[config.mk]
export PLATFORM = sky130hd
export DESIGN_NAME = camera_tx
export DESIGN_NICKNAME = d
export VERILOG_FILES = /design/src/rtl/camera_tx.sv
export SDC_FILE = /design/constraint.sdc
export NUM_CORES = 1
export LEC_CHECK = 0
export ABC_AREA = 1
export BUFFER_PORTS_ARGS = -buffer_cell sky130_fd_sc_hd__buf_2
export CAP_MARGIN = 15
export CELL_PAD_IN_SITES_DETAIL_PLACEMENT = 1
export CELL_PAD_IN_SITES_GLOBAL_PLACEMENT = 2
export CORE_MARGIN = 4
export CORE_UTILIZATION = 29
export CTS_CLUSTER_DIAMETER = 100
export DETAILED_ROUTE_END_ITERATION = 8
export PLACE_DENSITY_LB_ADDON = 0.1
export RECOVER_POWER = 25
export SLEW_MARGIN = 20
export SYNTH_ARGS = -nofsm -noshare
export SYNTH_HDL_FRONTEND = slang
export SYNTH_SLANG_ARGS = --single-unit
[constraint.sdc]
create_clock -name clk_2x -period 1.9 [get_ports clk_2x]
set_input_delay 0.285 -clock clk_2x [delete_from_list [all_inputs] [get_ports clk_2x]]
set_output_delay 0.285 -clock clk_2x [all_outputs]
set_load 0.005 [all_outputs]
[src/rtl/camera_tx.sv]
// camera_tx: OV7670-style RGB565 test-pattern source for the camera parallel bus.
// Optional macro CAMERA_TX_SCROLL_EN adds a horizontal scroll that advances once per frame.
//
// state  | meaning
// S_IDLE | counters held at 0, bus driven low, waiting for en
// S_RUN  | scanning the frame; en re-checked only on the last byte of the last line
module camera_tx #(
   parameter int IMAGE_HEIGHT = 480,
   parameter int IMAGE_WIDTH  = 640,
   parameter int FRAME_HEIGHT = 510,
   parameter int FRAME_WIDTH  = 784,
   parameter int V_OFFSET     = 20,
   parameter int VSYNC_LINES  = 3
) (
   input  logic        clk_2x,
   input  logic        n_rst,
   input  logic        en,
   input  logic [1:0]  in_pattern,
   input  logic [15:0] in_color,
   output logic        out_vsync,
   output logic        out_href,
   output logic [7:0]  out_data,
   output logic        out_frame_start,
   output logic [7:0]  out_frame_cnt,
   output logic        out_busy
);
   localparam int BW  = $clog2(2*FRAME_WIDTH + 1);
   localparam int LW  = $clog2(FRAME_HEIGHT + 1);
   localparam int XW  = 16;
   localparam int XW1 = XW + 1;
   localparam logic [BW-1:0] B_LAST = BW'(2*FRAME_WIDTH - 1);
   localparam logic [BW-1:0] B_ACT  = BW'(2*IMAGE_WIDTH);
   localparam logic [LW-1:0] L_LAST = LW'(FRAME_HEIGHT - 1);
   localparam logic [LW-1:0] L_VS   = LW'(VSYNC_LINES);
   localparam logic [LW-1:0] L_ACT0 = LW'(V_OFFSET);
   localparam logic [LW-1:0] L_ACT1 = LW'(V_OFFSET + IMAGE_HEIGHT);
   localparam logic [XW-1:0] BAR_W  = XW'(IMAGE_WIDTH / 8);

   typedef enum logic {S_IDLE, S_RUN} state_t;

   state_t        state_q, state_d;
   logic [BW-1:0] bcnt_q, bcnt_d;
   logic [LW-1:0] lcnt_q, lcnt_d;
   logic [1:0]    pat_q;
   logic [15:0]   color_q;
   logic          frame_go;
   logic          run;
   logic          vs_c, href_c, fs_c, y_b5;
   logic [XW-1:0] x_raw, x;
   logic [2:0]    bar_idx;
   logic [15:0]   pix;
   logic [7:0]    byte_c;

   assign run = (state_q == S_RUN);

   always_comb begin
      state_d  = state_q;
      bcnt_d   = bcnt_q;
      lcnt_d   = lcnt_q;
      frame_go = 1'b0;
      case (state_q)
         S_IDLE: begin
            bcnt_d = '0;
            lcnt_d = '0;
            if (en) begin
               state_d  = S_RUN;
               frame_go = 1'b1;
            end
         end
         S_RUN: begin
            if (bcnt_q == B_LAST) begin
               bcnt_d = '0;
               if (lcnt_q == L_LAST) begin
                  lcnt_d = '0;
                  if (en) frame_go = 1'b1;
                  else    state_d  = S_IDLE;
               end else begin
                  lcnt_d = lcnt_q + 1'b1;
               end
            end else begin
               bcnt_d = bcnt_q + 1'b1;
            end
         end
         default: state_d = S_IDLE;
      endcase
   end

   always_ff @(posedge clk_2x) begin
      if (!n_rst) begin
         state_q <= S_IDLE;
         bcnt_q  <= '0;
         lcnt_q  <= '0;
         pat_q   <= '0;
         color_q <= '0;
      end else begin
         state_q <= state_d;
         bcnt_q  <= bcnt_d;
         lcnt_q  <= lcnt_d;
         if (frame_go) begin
            pat_q   <= in_pattern;
            color_q <= in_color;
         end
      end
   end

   assign x_raw = XW'(bcnt_q >> 1);

`ifdef CAMERA_TX_SCROLL_EN
   logic [XW-1:0]  sofs_q;
   logic           started_q;
   logic [XW1-1:0] x_sum;

   // the very first frame after reset is unscrolled
   always_ff @(posedge clk_2x) begin
      if (!n_rst) begin
         sofs_q    <= '0;
         started_q <= 1'b0;
      end else if (frame_go) begin
         started_q <= 1'b1;
         if (started_q)
            sofs_q <= (sofs_q == XW'(IMAGE_WIDTH - 1)) ? '0 : sofs_q + 1'b1;
      end
   end

   assign x_sum = {1'b0, x_raw} + {1'b0, sofs_q};
   assign x     = (x_sum >= XW1'(IMAGE_WIDTH)) ? XW'(x_sum - XW1'(IMAGE_WIDTH)) : XW'(x_sum);
`else
   assign x = x_raw;
`endif

   assign vs_c   = run && (lcnt_q < L_VS);
   assign href_c = run && (lcnt_q >= L_ACT0) && (lcnt_q < L_ACT1) && (bcnt_q < B_ACT);
   assign fs_c   = run && (bcnt_q == '0) && (lcnt_q == '0);
   assign y_b5   = |((XW'(lcnt_q) - XW'(V_OFFSET)) & XW'(32));

   always_comb begin
      bar_idx = 3'd7;
      for (int i = 6; i >= 0; i--)
         if (x < BAR_W * XW'(i + 1)) bar_idx = 3'(i);
   end

   always_comb begin
      pix = 16'h0000;
      case (pat_q)
         2'd0: begin
            case (bar_idx)
               3'd0:    pix = 16'hFFFF;
               3'd1:    pix = 16'hFFE0;
               3'd2:    pix = 16'h07FF;
               3'd3:    pix = 16'h07E0;
               3'd4:    pix = 16'hF81F;
               3'd5:    pix = 16'hF800;
               3'd6:    pix = 16'h001F;
               default: pix = 16'h0000;
            endcase
         end
         2'd1:    pix = {x[7:3], x[7:2], x[7:3]};
         2'd2:    pix = (x[5] ^ y_b5) ? 16'hFFFF : 16'h0000;
         default: pix = color_q;
      endcase
   end

   // odd byte carries {R,G[5:3]}, even byte {G[2:0],B}
   assign byte_c = bcnt_q[0] ? pix[15:8] : pix[7:0];

   always_ff @(posedge clk_2x) begin
      if (!n_rst) begin
         out_vsync       <= 1'b0;
         out_href        <= 1'b0;
         out_data        <= 8'h00;
         out_frame_start <= 1'b0;
         out_frame_cnt   <= 8'h00;
         out_busy        <= 1'b0;
      end else begin
         out_vsync       <= vs_c;
         out_href        <= href_c;
         out_data        <= href_c ? byte_c : 8'h00;
         out_frame_start <= fs_c;
         if (fs_c) out_frame_cnt <= out_frame_cnt + 8'd1;
         out_busy        <= run;
      end
   end
endmodule
# ---- Word level (Yosys, flattened, before mapping)
# Index checks and enable logic that the tools add are counted.
dict set report word_totals {
  register_bits 59
  in_bits 21
  output_inout_bits 20
  word_cells 73
}
dict set report op_classes {
  addsub 4
  magnitude_cmp 11
  n_eq_ne 11
  muxes 23
  bitwise 2
  n_reduce_logical 11
}
# cell n
set op_table {}
lappend op_table {{16-bit one-hot mux with 7 select lines} 1}
lappend op_table {{16-bit one-hot mux with 3 select lines} 1}
lappend op_table {{10-bit by 9-bit < comparator with 1-bit output, second input constant} 3}
lappend op_table {{11-bit one-hot mux with 2 select lines} 1}
lappend op_table {{10-bit by 8-bit < comparator with 1-bit output, second input constant} 2}
lappend op_table {{3-bit 2-to-1 mux} 6}
lappend op_table {{9-bit 2-to-1 mux} 2}
lappend op_table {{9-bit one-hot mux with 2 select lines} 1}
lappend op_table {{16-bit 2-to-1 mux} 1}
lappend op_table {{11-bit by 1-bit adder with 11-bit output, second input constant} 1}
lappend op_table {{11-bit == test, second input constant} 1}
lappend op_table {{11-bit zero test} 1}
lappend op_table {{11-bit < comparator, second input constant} 1}
lappend op_table {{11-bit 2-to-1 mux} 1}
lappend op_table {{10-bit < comparator, second input constant} 1}
lappend op_table {{10-bit by 7-bit < comparator with 1-bit output, second input constant} 1}
lappend op_table {{9-bit by 1-bit adder with 9-bit output, second input constant} 1}
lappend op_table {{3-bit == test, second input constant} 3}
lappend op_table {{9-bit == test, second input constant} 1}
lappend op_table {{9-bit by 5-bit >= comparator with 1-bit output, second input constant} 1}
lappend op_table {{9-bit zero test} 1}
lappend op_table {{9-bit by 2-bit < comparator with 1-bit output, second input constant} 1}
lappend op_table {{9-bit < comparator, second input constant} 1}
lappend op_table {{8-bit by 1-bit adder with 8-bit output, second input constant} 1}
lappend op_table {{other kinds (15)} 27}

# ---- Depth between registers and ports, before layout
# Gate-level depths: netlist of run 1.
dict set report logic_depth {
  ltp_word 12
  ltp_mapped 14
  ltp_nobuf 13
}

# ---- Least setup slack after synthesis of run 1
# OpenSTA, ideal clock, no wires.
dict set report synth_path {
  path_type {register to register}
  from {reg bcnt_q[0]}
  to {reg out_frame_cnt[4]}
  arrival_time_ps 1772
  path_slack_ps 5
  path_stages_with_launch 12
  n_path_buf 2
  cell_sequence {dfxtp_1 buf_2 inv_1 clkbuf_1 ha_1 nand4_1 nor3_1 nand3_1 nor3b_2 nand2_1 nor2_1 nor3_2}
}
dict set report synth_via {
  elab_chain_len 3
}
# element line_no
set synth_rtl {}
lappend synth_rtl {{start: declaration} 42} ;# logic [BW-1:0] bcnt_q, bcnt_d;
lappend synth_rtl {{start signal: assignment} 97} ;# bcnt_q <= bcnt_d;
lappend synth_rtl {{11-bit zero test} 133} ;# assign fs_c = run && (bcnt_q == '0) && (lcnt_q == '0);
lappend synth_rtl {{1-bit logical AND (2 in series)} 133}
lappend synth_rtl {{end signal: assignment} 179} ;# if (fs_c) out_frame_cnt <= out_frame_cnt + 8'd1;
lappend synth_rtl {{end: declaration} 24} ;# output logic [7:0] out_frame_cnt,
# Every way passes these cells.
# A chain may end at the register's enable or synchronous reset.

# ---- Worst setup path in the final report of run 1
dict set report layout_path {
  from {reg lcnt_q[1]}
  to {reg out_frame_cnt[4]}
}
dict set report layout_via {
  elab_chain_len 2
}
# element line_no
set layout_rtl {}
lappend layout_rtl {{start: declaration} 43} ;# logic [LW-1:0] lcnt_q, lcnt_d;
lappend layout_rtl {{start signal: assignment} 98} ;# lcnt_q <= lcnt_d;
lappend layout_rtl {{9-bit zero test} 133}
lappend layout_rtl {{1-bit logical AND} 133}
# Every way passes these cells.

==> metrics, run 1 <==
share of flip-flops with an asynchronous set or reset after synthesis=0%; overflow left after global routing=0; count of pins on the block boundary=41; antenna violations before repair=0; worst-margin pin slew=0.4084 ns; antenna viol nets, final=0; arrival time at the worst endpoint=around 2 ns; number of antenna repair diodes=0; status=finished, final reports clean; series of cell instances along the critical path=inv_1, ha_2, nand4_1, nor3_1, nand3_2, nor3b_2, nand2_1, nor2_1, nor3_2; register bit count reported by yosys=59; Hold-fix buffers, CTS=0; min cycle time layout=1.736 ns; CTS Buffer Depth=2; most common flop cell mapped by yosys=dfxtp_1; worst IR drop on VDD=283.6 uV; slowest stage cell, crit path=dfxtp_1; Clock Sinks=between 50 and 60; most used standard cells in the synthesized netlist=nand2_1 (70), inv_1 (60), dfxtp_1 (59); Mapped Nets=~460; kind of cell with the highest combined delay on the critical path=simple AND/OR/NAND/NOR gates; final max-slew violation count=0; Iter 0 DRT Violations=123; part of the Yosys area used for sequential elements=38.96%; Worst-path clk slew=around 0.08 ns; crit path capture type=flop; insertion delay to the later sink of the worst-skew pair=0.34 ns; Max Clock Freq=~580 MHz; number of placement rows=37; total power density per cell area=806.3 nW/um^2; total clock buffers created by CTS=9; setup violators final=0; Mapped Cells=430; via count=approximately 3,000; die area=around 12,000 um^2; delay of the slowest cell on the worst path=0.33 ns; Initial Utilization=29.63%; portion of synthesized cell area occupied by the leading cell type=38.96%; number of max-cap violations=0; class of the most critical hold timing path=in2reg; pin count of the biggest net entering global routing=37; iteration count of the initial detailed-routing pass=4; height of the die=110.2 um; worst path required time=2.12 ns; hold violation count in the final report=0; Unique masters post-synth=36; number of global-route vias before repair=3,026; P&R area growth vs syn=20.10%; static power due to leakage=0.001541 uW; setup ws final=0.1640 ns; portion of the clock cycle consumed by the worst path in the final layout=91.37%; CTS tree=done; routability cong.=between 0.8 and 0.9; DRC Markers=0; total standard cell area after synthesis=~3000 um^2; wire length reported by the detailed router=8.913 mm; top post-synthesis cells by area=dfxtp_1 (39%), a21oi_1 (8.7%), nand2_1 (8.7%); CP Buf/Inv Count=1; most used standard cell by instance count after synthesis=nand2_1; Slew headroom=72.67%; area of the core region=around 10,000 um^2; die outline width=110.2 um; total power consumption of the routed design=2936 uW; critical setup path kind=reg2reg; worst-case clock skew=0.009555 ns; Clk Tree Root Cell=clkbuf_8; total number of H-tree levels=3; worst-case setup slack after placement=0.07525 ns; Syn. warnings=0; total number of nets in the final design=506; Post-Synthesis Mean Instance Area=7.050 um^2; post-DP HPWL=6.879 mm; GR Util All Layers=16.21%; crit start category=flop; largest fanout of any net on the critical path=3; most area-hungry cell type in the Yosys netlist=dfxtp_1; IO Port Bufs=40; share of final-layout standard cells stronger than drive strength 1=16.94%; number of enable flip-flop cells after synthesis=0; Setup Fix Bufs, Post-CTS=0; DR WL/cell=14.38 um; first-pass GRT wire length=15.19 mm; Via density=4.698
## state kept, by name, summed over array words and instances, names as in the netlist
signal,count
out_vsync,1
pat_q,2
color_q,16
out_href,1
out_frame_start,1
run,1
out_data,8
lcnt_q,9
bcnt_q,11
out_frame_cnt,8
out_busy,1
## routing by layer
metal	routed length [um]	global-route usage [%]
met2	4149	26.47
met1	4324	21.75
met3	321	2.679
met4	116	5.365
met5	0	0
## stage by stage
step | TNS (ns) | instance area [um^2] | instances | hold WS (ns) | utilization (%)
floorplan | 0 | 3032 | 430 | 0.3963 | -
global placement | 0 | 3428 | 604 | 0.4452 | 33.51
detailed placement | 0 | 3428 | 604 | 0.4515 | 33.51
CTS | 0 | 3652 | 620 | 0.1848 | 35.70
global route | -0.0005100 | 3641 | 620 | 0.2020 | 35.59
finish | 0 | 3641 | 620 | 0.2015 | 35.59
## worst register-to-register path: stages (launching register included)
cell	delay, ns
dfxtp_1	0.33
inv_1	0.10
ha_2	0.22
nand4_1	0.10
nor3_1	0.18
nand3_2	0.17
nor3b_2	0.22
nand2_1	0.10
nor2_1	0.14
nor3_2	0.06
## cells in the final DEF, fill, tap and decap left out, types with 10 or more instances in the layout
| master | n |
|---|---|
| buf_4 | 10 |
| nor2_1 | 46 |
| inv_1 | 60 |
| a21oi_1 | 53 |
| dfxtp_1 | 59 |
| o21ai_1 | 15 |
| buf_2 | 28 |
| nand3_1 | 14 |
| nand2_1 | 70 |
| o21ai_0 | 27 |
| clkbuf_1 | 13 |
## path summary, 6_finish.rpt
path                                          to  slack, ns  cells after the start        start
worst max-delay path            out_frame_cnt[4]       0.16                      9    lcnt_q[1]
worst max register to register  out_frame_cnt[4]       0.16                      9    lcnt_q[1]
worst min-delay path                  color_q[6]       0.20                      3  in_color[6]
worst min register to register        color_q[5]       0.46                      2   color_q[5]
## cell type report
class | count | area (um^2)
Clock buffer | 9 | 123.9
Clock inverter | 7 | 100.1
Fill cell | 1332 | 6590
Inverter | 64 | 240.2
Multi-Input combinational cell | 292 | 1521
Sequential cell | 59 | 1181
Tap cell | 136 | 170.2
Timing Repair Buffer | 53 | 304.0
## cells by family after synthesis
group                      after synthesis  share of synthesized area (%)
AOI/OAI and AO/OA                      105                          18.16
DFF                                     59                          38.96
buffers and inverters                   79                          11.10
and+or+nand+nor                        175                          27.57
adders and majority gates                6                          2.476
xor gates and xnor gates                 6                          1.733
## where the power goes
| group | leakage, uW | switching (uW) | internal (uW) |
|---|---|---|---|
| Clock | 0.000114 | 579 | 747 |
| Sequential | 0.000479 | 19.9 | 1280 |
| Combinational | 0.000948 | 198 | 114 |
| Total | 0.00154 | 797 | 2140 |
## repair_timing
action | in CTS | in global routing
hold endpoints to repair | 0 | 0
resized for setup | 0 | 2
endpoints found under the setup margin | 0 | 3
No activity file was read; power rests on OpenSTA's default activity.
==> inputs of run 2 (changes only) <==
--- a/config.mk
+++ b/config.mk
@@ -5,13 +5,13 @@
 export SDC_FILE = /design/constraint.sdc
 export NUM_CORES = 1
 export LEC_CHECK = 0
-export ABC_AREA = 1
+export ABC_AREA = 0
 export BUFFER_PORTS_ARGS = -buffer_cell sky130_fd_sc_hd__buf_2
 export CAP_MARGIN = 15
 export CELL_PAD_IN_SITES_DETAIL_PLACEMENT = 1
 export CELL_PAD_IN_SITES_GLOBAL_PLACEMENT = 2
 export CORE_MARGIN = 4
-export CORE_UTILIZATION = 29
+export CORE_UTILIZATION = 31
 export CTS_CLUSTER_DIAMETER = 100
 export DETAILED_ROUTE_END_ITERATION = 8
 export PLACE_DENSITY_LB_ADDON = 0.1
==> run 2 against run 1 <==
Count of clock-buffer cells in the layout increased by 4. Power decreased by 11%. Register-to-register slack got worse by 0.11 ns. First-iteration DRC count decreased by 2.4%. Sequential cell count unchanged. Non-clock buffer count increased by 45. Worst hold slack got worse by 0.019 ns. Synthesized cell count decreased by 18%. Core utilization increased by 8.7 points. Synthesized area decreased by 2.6%. Wire length decreased by 1.1%. Critical endpoint is now pat_q[1]. Largest power group is now registers. Highest routed layer unchanged.
==> metrics, run 2 <==
status=finished, final reports clean; wire length on met1=4.625 mm (+7.0%); multi-input combinational cell area=1854 um^2 (+22%); min cycle time layout=1.846 ns (+0.1103 ns); flip-flop and latch area=1190 um^2 (+0.74%); Clk Tree Root Cell=clkbuf_8; largest fanout of any net on the critical path=5 (+2); first-pass GRT wire length=14.35 mm (-5.5%); Post-Synthesis Mean Instance Area=8.341 um^2 (+18%); worst-margin pin slew=0.4242 ns (+0.01579 ns); count of pins on the block boundary=41 (unchanged); number of flip-flops in the largest register=16 (unchanged); number of enable flip-flop cells after synthesis=0 (unchanged); leading cell type in the layout, fill and taps excluded=nand2_1; Syn. warnings=0 (unchanged); GR Util All Layers=16.06% (-0.15 points); Unique masters post-synth=50 (+39%); number of antenna repair diodes=0 (unchanged); crit start category=flop; wire length reported by the detailed router=8.815 mm (-1.1%); crit path capture type=flop; Slew headroom=71.65% (-1.0 points); portion of synthesized cell area occupied by the leading cell type=40.00% (+1.0 points); P&R area growth vs syn=38.60%; top post-synthesis cells by area=dfxtp_1 (40%), nand2_1 (8.5%), mux2i_1 (6.8%); CTS Buffer Depth=2 (unchanged); arrival time at the worst endpoint=2.12 ns (+0.16 ns); CTS tree=done; number of max-cap violations=0 (unchanged); Via density=4.779 (+1.7%); DR WL/cell=15.20 um (+5.7%); IO Port Bufs=40 (unchanged); Initial Utilization=31.96% (+2.3 points); RSZ-0062 raised after global routing=true; setup_tns=0 ns (unchanged); worst IR drop on VDD=277.3 uV (-2.2%); pin count of the biggest net entering global routing=40 (+8.1%); post-DP HPWL=6.365 mm (-7.5%); Highest Signal Layer=met4; Iter 0 DRT Violations=120 (-2.4%); critical setup path kind=reg2reg; insertion delay to the later sink of the worst-skew pair=0.34 ns (about the same); most used standard cells in the synthesized netlist=nand2_1 (67), dfxtp_1 (59), nor2_1 (33); delay of the slowest cell on the worst path=0.40 ns (+0.07 ns); iteration count of the initial detailed-routing pass=4 (unchanged); total number of H-tree levels=3 (unchanged); Mapped Cells=354 (-18%); class of the most critical hold timing path=in2reg; most area-hungry cell type in the Yosys netlist=dfxtp_1; worst path required time=2.17 ns (+0.05 ns); area of the core region=9240 um^2 (-9.7%); Biggest register=color_q; series of cell instances along the critical path=nor4_4, and4_4, nand2_4, a21boi_4, clkbuf_16, mux2i_1; Hold-fix buffers, CTS=0 (unchanged); via count=2,772 (-4.8%); height of the die=105.6 um (-4.2%); total power consumption of the routed design=2625 uW (-11%); antenna viol nets, final=0 (unchanged); final max-slew violation count=0 (unchanged); antenna violations before repair=0 (unchanged); die outline width=105.6 um (-4.2%); hold violation count in the final report=0 (unchanged); total power density per cell area=641.3 nW/um^2 (-20%); share of final-layout standard cells stronger than drive strength 1=32.37% (+15 points); total standard cell area after synthesis=2953 um^2 (-2.6%); total number of nets in the final design=474 (-6.3%); most common flop cell mapped by yosys=dfxtp_1; routability cong.=0.7476 (-7.2%); die area=11,150 um^2 (-8.3%); kind of cell with the highest combined delay on the critical path=simple AND/OR/NAND/NOR gates; share of flip-flops with an asynchronous set or reset after synthesis=0% (unchanged); DRC Markers=0 (unchanged); portion of the clock cycle consumed by the worst path in the final layout=97.17% (+5.8 points); final instance area=4093 um^2 (+12%); Largest regs=color_q: 16 flops, bcnt_q: 11 flops, lcnt_q: 9 flops; Min Hold Slack=0.1824 ns (-0.01912 ns); met3 wire length=241 um (-25%); total clock buffers created by CTS=9 (unchanged); Cell Area, Placed=3617 um^2 (+5.5%); number of global-route vias before repair=2,831 (-6.4%); slowest stage cell, crit path=nor4_4; overflow left after global routing=0 (unchanged); register bit count reported by yosys=59 (unchanged); setup violators final=0 (unchanged); CP Buf/Inv Count=1 (unchanged); worst-case clock skew=0.009546 ns (-0.000009300 ns); Mapped Nets=381 (-17%); most used standard cell by instance count after synthesis=nand2_1; most frequent cells in the layout=nand2_1 (65), dfxtp_1 (52), buf_4 (52); routed length on met2=3.859 mm (-7.0%); Worst-path clk slew=0.07 ns (about the same); part of the Yosys area used for sequential elements=40.00% (+1.0 points); # fillers=1,100 (-17%); number of placement rows=35 (-5.4%); Clock Sinks=59 (unchanged); Max Clock Freq=541.6 MHz (-6.0%); static power due to leakage=0.001821 uW (+18%)
-- run 2: changes by cell type after synthesis, sizes merged, moves of 7 or more --
cell / delta
o21ai: -30
and3: +8
a21oi: -36
buf: -7
inv: -52
o32ai: +7
nand2: -9
nor3: -7
nand3: -11
clkbuf: +8
mux2i: +20
xor2: +8
nor2: -16
-- run 2: layer usage --
layer | vias up | track usage (%)
met1 | 1317 | 23.52
met4 | 0 | 4.718
met2 | 35 | 23.59
met3 | 9 | 3.368
met5 | - | 0
li1 | 1411 | -
-- run 2: cell type report --
class                   count  area share (%)
multi-input cells         267           45.31
flip-flops and latches     59           29.07
repair buffers             98           16.63
well taps                 129           3.944
clock buffers              13           3.638
inverters                  12           1.101
clock inverters             2          0.3057
-- run 2: kinds of logic (layout without fill, tap and decap cells) --
kind of cell / after synthesis / after routing / synth area share (%)
buffers and inverters: 28 / 125 / 3.856
xor gates and xnor gates: 19 / 19 / 5.636
and+or+nand+nor: 163 / 163 / 27.92
muxes: 21 / 21 / 7.161
DFF: 59 / 59 / 40.00
adders and majority gates: 7 / 7 / 2.881
AOI/OAI and AO/OA: 57 / 57 / 12.54
-- run 2: where the power goes --
group | total [uW] | internal [uW] | switching, uW
combinational | 327 | 160 | 167
sequential | 1300 | 1280 | 27.7
clock | 994 | 501 | 493
-- run 2: stage by stage --
stage	std cells	setup slack [ns]	utilization [%]
finish	580	0.05371	44.29
global route	580	-0.02700	44.29
CTS	571	0.005133	41.50
detailed placement	552	-0.07810	39.15
global placement	552	0.01937	39.15
floorplan	354	0.01154	-
-- run 2: worst reg2reg max path: stages (launching register included) --
cell and delay (ns):
dfxtp_1 0.35, nor4_4 0.40, and4_4 0.29, nand2_4 0.06, a21boi_4 0.28, clkbuf_16 0.22
mux2i_1 0.18
-- run 2: worst paths after layout --
path                             startpoint           to  slack (ns)  depth (start not counted)
worst max register to register    bcnt_q[5]     pat_q[1]        0.05                          6
worst min-delay path                     en          run        0.18                          3
worst max-delay path              bcnt_q[5]     pat_q[1]        0.05                          6
worst min register to register  color_q[10]  color_q[10]        0.46                          2
-- run 2: repair_timing --
item	CTS	global route
resized for setup	3	41
pin swaps	4	10
buffers inserted	4	6
cloned	0	3
setup endpoints to repair	3	34
==> inputs of run 3 (changes only) <==
--- a/config.mk
+++ b/config.mk
@@ -11,12 +11,11 @@
 export CELL_PAD_IN_SITES_DETAIL_PLACEMENT = 1
 export CELL_PAD_IN_SITES_GLOBAL_PLACEMENT = 2
 export CORE_MARGIN = 4
-export CORE_UTILIZATION = 31
+export CORE_UTILIZATION = 34
 export CTS_CLUSTER_DIAMETER = 100
 export DETAILED_ROUTE_END_ITERATION = 8
-export PLACE_DENSITY_LB_ADDON = 0.1
+export PLACE_DENSITY = 0.9
 export RECOVER_POWER = 25
-export SLEW_MARGIN = 20
 export SYNTH_ARGS = -nofsm -noshare
 export SYNTH_HDL_FRONTEND = slang
 export SYNTH_SLANG_ARGS = --single-unit
==> constraint.sdc (replaced) <==
create_clock -name clk_2x -period 1.91 [get_ports clk_2x]
set_input_delay 0.2865 -clock clk_2x [delete_from_list [all_inputs] [get_ports clk_2x]]
set_output_delay 0.2865 -clock clk_2x [all_outputs]
set_load 0.005 [all_outputs]
==> run 3 against run 2 <==
The flow now finishes with violations (setup timing). Global-route usage is 1.4 points higher. Die area is 8.2% lower. Combinational power hardly changed. Worst setup slack worse by 0.081 ns. Register-to-register slack worse by 0.08 ns. Clock skew is 0.0032 ns higher. Clock power is 15% higher. Maximum frequency is 4.7% lower. Sequential cell count stayed put. Highest routed layer unchanged.
==> metrics, run 3 (same netlist as run 2, synthesis figures left out) <==
total number of H-tree levels=3 (unchanged); CTS tree=done; worst-margin pin slew=0.4464 ns (+0.02219 ns); status=finished, violations left; largest fanout of any net on the critical path=6 (+1); pin count of the biggest net entering global routing=40 (unchanged); Reg-to-Reg End=color_q[15]; via count=2,848 (+2.7%); hold path endpoint=run; static power due to leakage=0.001760 uW (-3.3%); antenna viol nets, final=0 (unchanged); crit start category=flop; height of the die=101.2 um (-4.2%); post-DP HPWL=6.130 mm (-3.7%); share of final-layout standard cells stronger than drive strength 1=28.57% (-3.8 points); worst-case clock skew=0.01277 ns (+0.003228 ns); Slew headroom=70.17% (-1.5 points); worst path required time=2.17 ns (about the same); total number of nets in the final design=464 (-2.1%); worst setup slack for register-to-register paths=-0.03 ns (-0.08 ns); count of pins on the block boundary=41 (unchanged); Initial Utilization=35.40% (+3.4 points); wire length reported by the detailed router=8.623 mm (-2.2%); Min Hold Slack=0.1677 ns (-0.01474 ns); RSZ-0062 raised after global routing=true; Biggest register=color_q; total clock buffers created by CTS=9 (unchanged); die area=10,240 um^2 (-8.2%); overflow left after global routing=0 (unchanged); GR Util All Layers=17.42% (+1.4 points); first-pass GRT wire length=14.03 mm (-2.2%); Clock Sinks=59 (unchanged); number of antenna repair diodes=0 (unchanged); cells on worst reg2reg path=9 (+3); CTS Buffer Depth=2 (unchanged); antenna violations before repair=0 (unchanged); setup violators final=4 (+4); DRC Markers=0 (unchanged); Worst-path clk slew=0.06 ns (about the same); Hold-fix buffers, CTS=0 (unchanged); area of the core region=8341 um^2 (-9.7%); number of flip-flops in the largest register=16 (unchanged); P&R area growth vs syn=33.22%; worst-case setup slack after placement=-0.05211 ns (+0.02598 ns); leading cell type in the layout, fill and taps excluded=nand2_1; Via density=5.216 (+9.1%); Largest regs=color_q: 16 flops, bcnt_q: 11 flops, lcnt_q: 9 flops; Max Clock Freq=516.3 MHz (-4.7%); crit path capture type=flop; setup_tns=-0.04555 ns (-0.04555 ns); total power density per cell area=701.8 nW/um^2 (+9.4%); min-delay src=en; violations in the final reports=setup timing; arrival time at the worst endpoint=2.20 ns (+0.08 ns); die outline width=101.2 um (-4.2%); setup ws final=-0.02692 ns (-0.08064 ns); number of global-route vias before repair=2,895 (+2.3%); iteration count of the initial detailed-routing pass=4 (unchanged); Iter 0 DRT Violations=120 (unchanged); total power consumption of the routed design=2761 uW (+5.2%); hold violation count in the final report=0 (unchanged); final max-slew violation count=0 (unchanged); Hold Path Depth=3 (unchanged); DR WL/cell=15.79 um (+3.9%); number of placement rows=33 (-5.7%); number of max-cap violations=0 (unchanged); critical setup path kind=reg2reg; min cycle time layout=1.937 ns (+0.09064 ns); worst IR drop on VDD=287.3 uV (+3.6%); portion of the clock cycle consumed by the worst path in the final layout=101.4% (+4.2 points); Clk Tree Root Cell=clkbuf_8; insertion delay to the later sink of the worst-skew pair=0.34 ns (about the same); IO Port Bufs=40 (unchanged); routability cong.=0.8196 (+9.6%); worst reg2reg path startpoint=bcnt_q[0]; most frequent cells in the layout=nand2_1 (66), dfxtp_1 (54), buf_4 (42); class of the most critical hold timing path=in2reg
run 3: changes by cell type in the layout (fill, tap and decap cells not counted), sizes merged:
cell,before,now
buf,90,84
bufinv,0,1
clkbuf,21,17
clkinvlp,1,0
run 3: worst max-delay path by stage:
stage / from / end / depth (start not counted)
after global placement: bcnt_q[0] / out_frame_cnt[7] / 7
after detailed placement: bcnt_q[0] / out_frame_cnt[6] / 7
after floorplan: bcnt_q[0] / out_frame_cnt[7] / 7
after global routing: bcnt_q[7] / color_q[15] / 8
after CTS: lcnt_q[5] / out_frame_cnt[6] / 5
final: bcnt_q[0] / color_q[15] / 9
run 3: area by class of cell:
cell class / count / area [um^2]
Clock buffer: 13 / 158.9
Clock inverter: 2 / 35.03
Fill cell: 1024 / 4407
Inverter: 12 / 45.04
Multi-Input combinational cell: 267 / 1758
Sequential cell: 59 / 1192
Tap cell: 105 / 131.4
Timing Repair Buffer: 88 / 613.1
run 3: through the flow:
stage | area, um^2 | std cells | utilization [%]
floorplan | 2973 | 354 | -
finish | 3934 | 546 | 47.16
CTS | 3865 | 542 | 46.34
detailed placement | 3537 | 522 | 42.41
global placement | 3537 | 522 | 42.41
global route | 3934 | 546 | 47.16
run 3: layer usage:
layer,up-vias,track usage [%],wire [um]
li1,1398,-,-
met1,1396,22.48,4047
met2,46,28.77,4194
met3,8,4.339,292
met4,0,5.215,88
met5,-,0,0
run 3: repair_timing:
| item | 4_1_cts | 5_1_grt |
|---|---|---|
| buffers inserted | 3 | 4 |
| pin swaps | 4 | 11 |
| resized for setup | 10 | 20 |
| endpoints found under the setup margin | 22 | 30 |
| gates cloned | 2 | 0 |
run 3: power breakdown:
group / internal [uW] / switching, uW
combinational: 160 / 166
sequential: 1270 / 25.7
clock: 666 / 476
run 3: worst max-delay path, cell delays in order (launching register included):
cell      delay (ns)
dfxtp_2         0.34
buf_6           0.13
ha_4            0.14
and4_4          0.25
and4_1          0.21
nand2_2         0.09
a21boi_4        0.21
buf_4           0.16
buf_12          0.12
mux2i_1         0.21
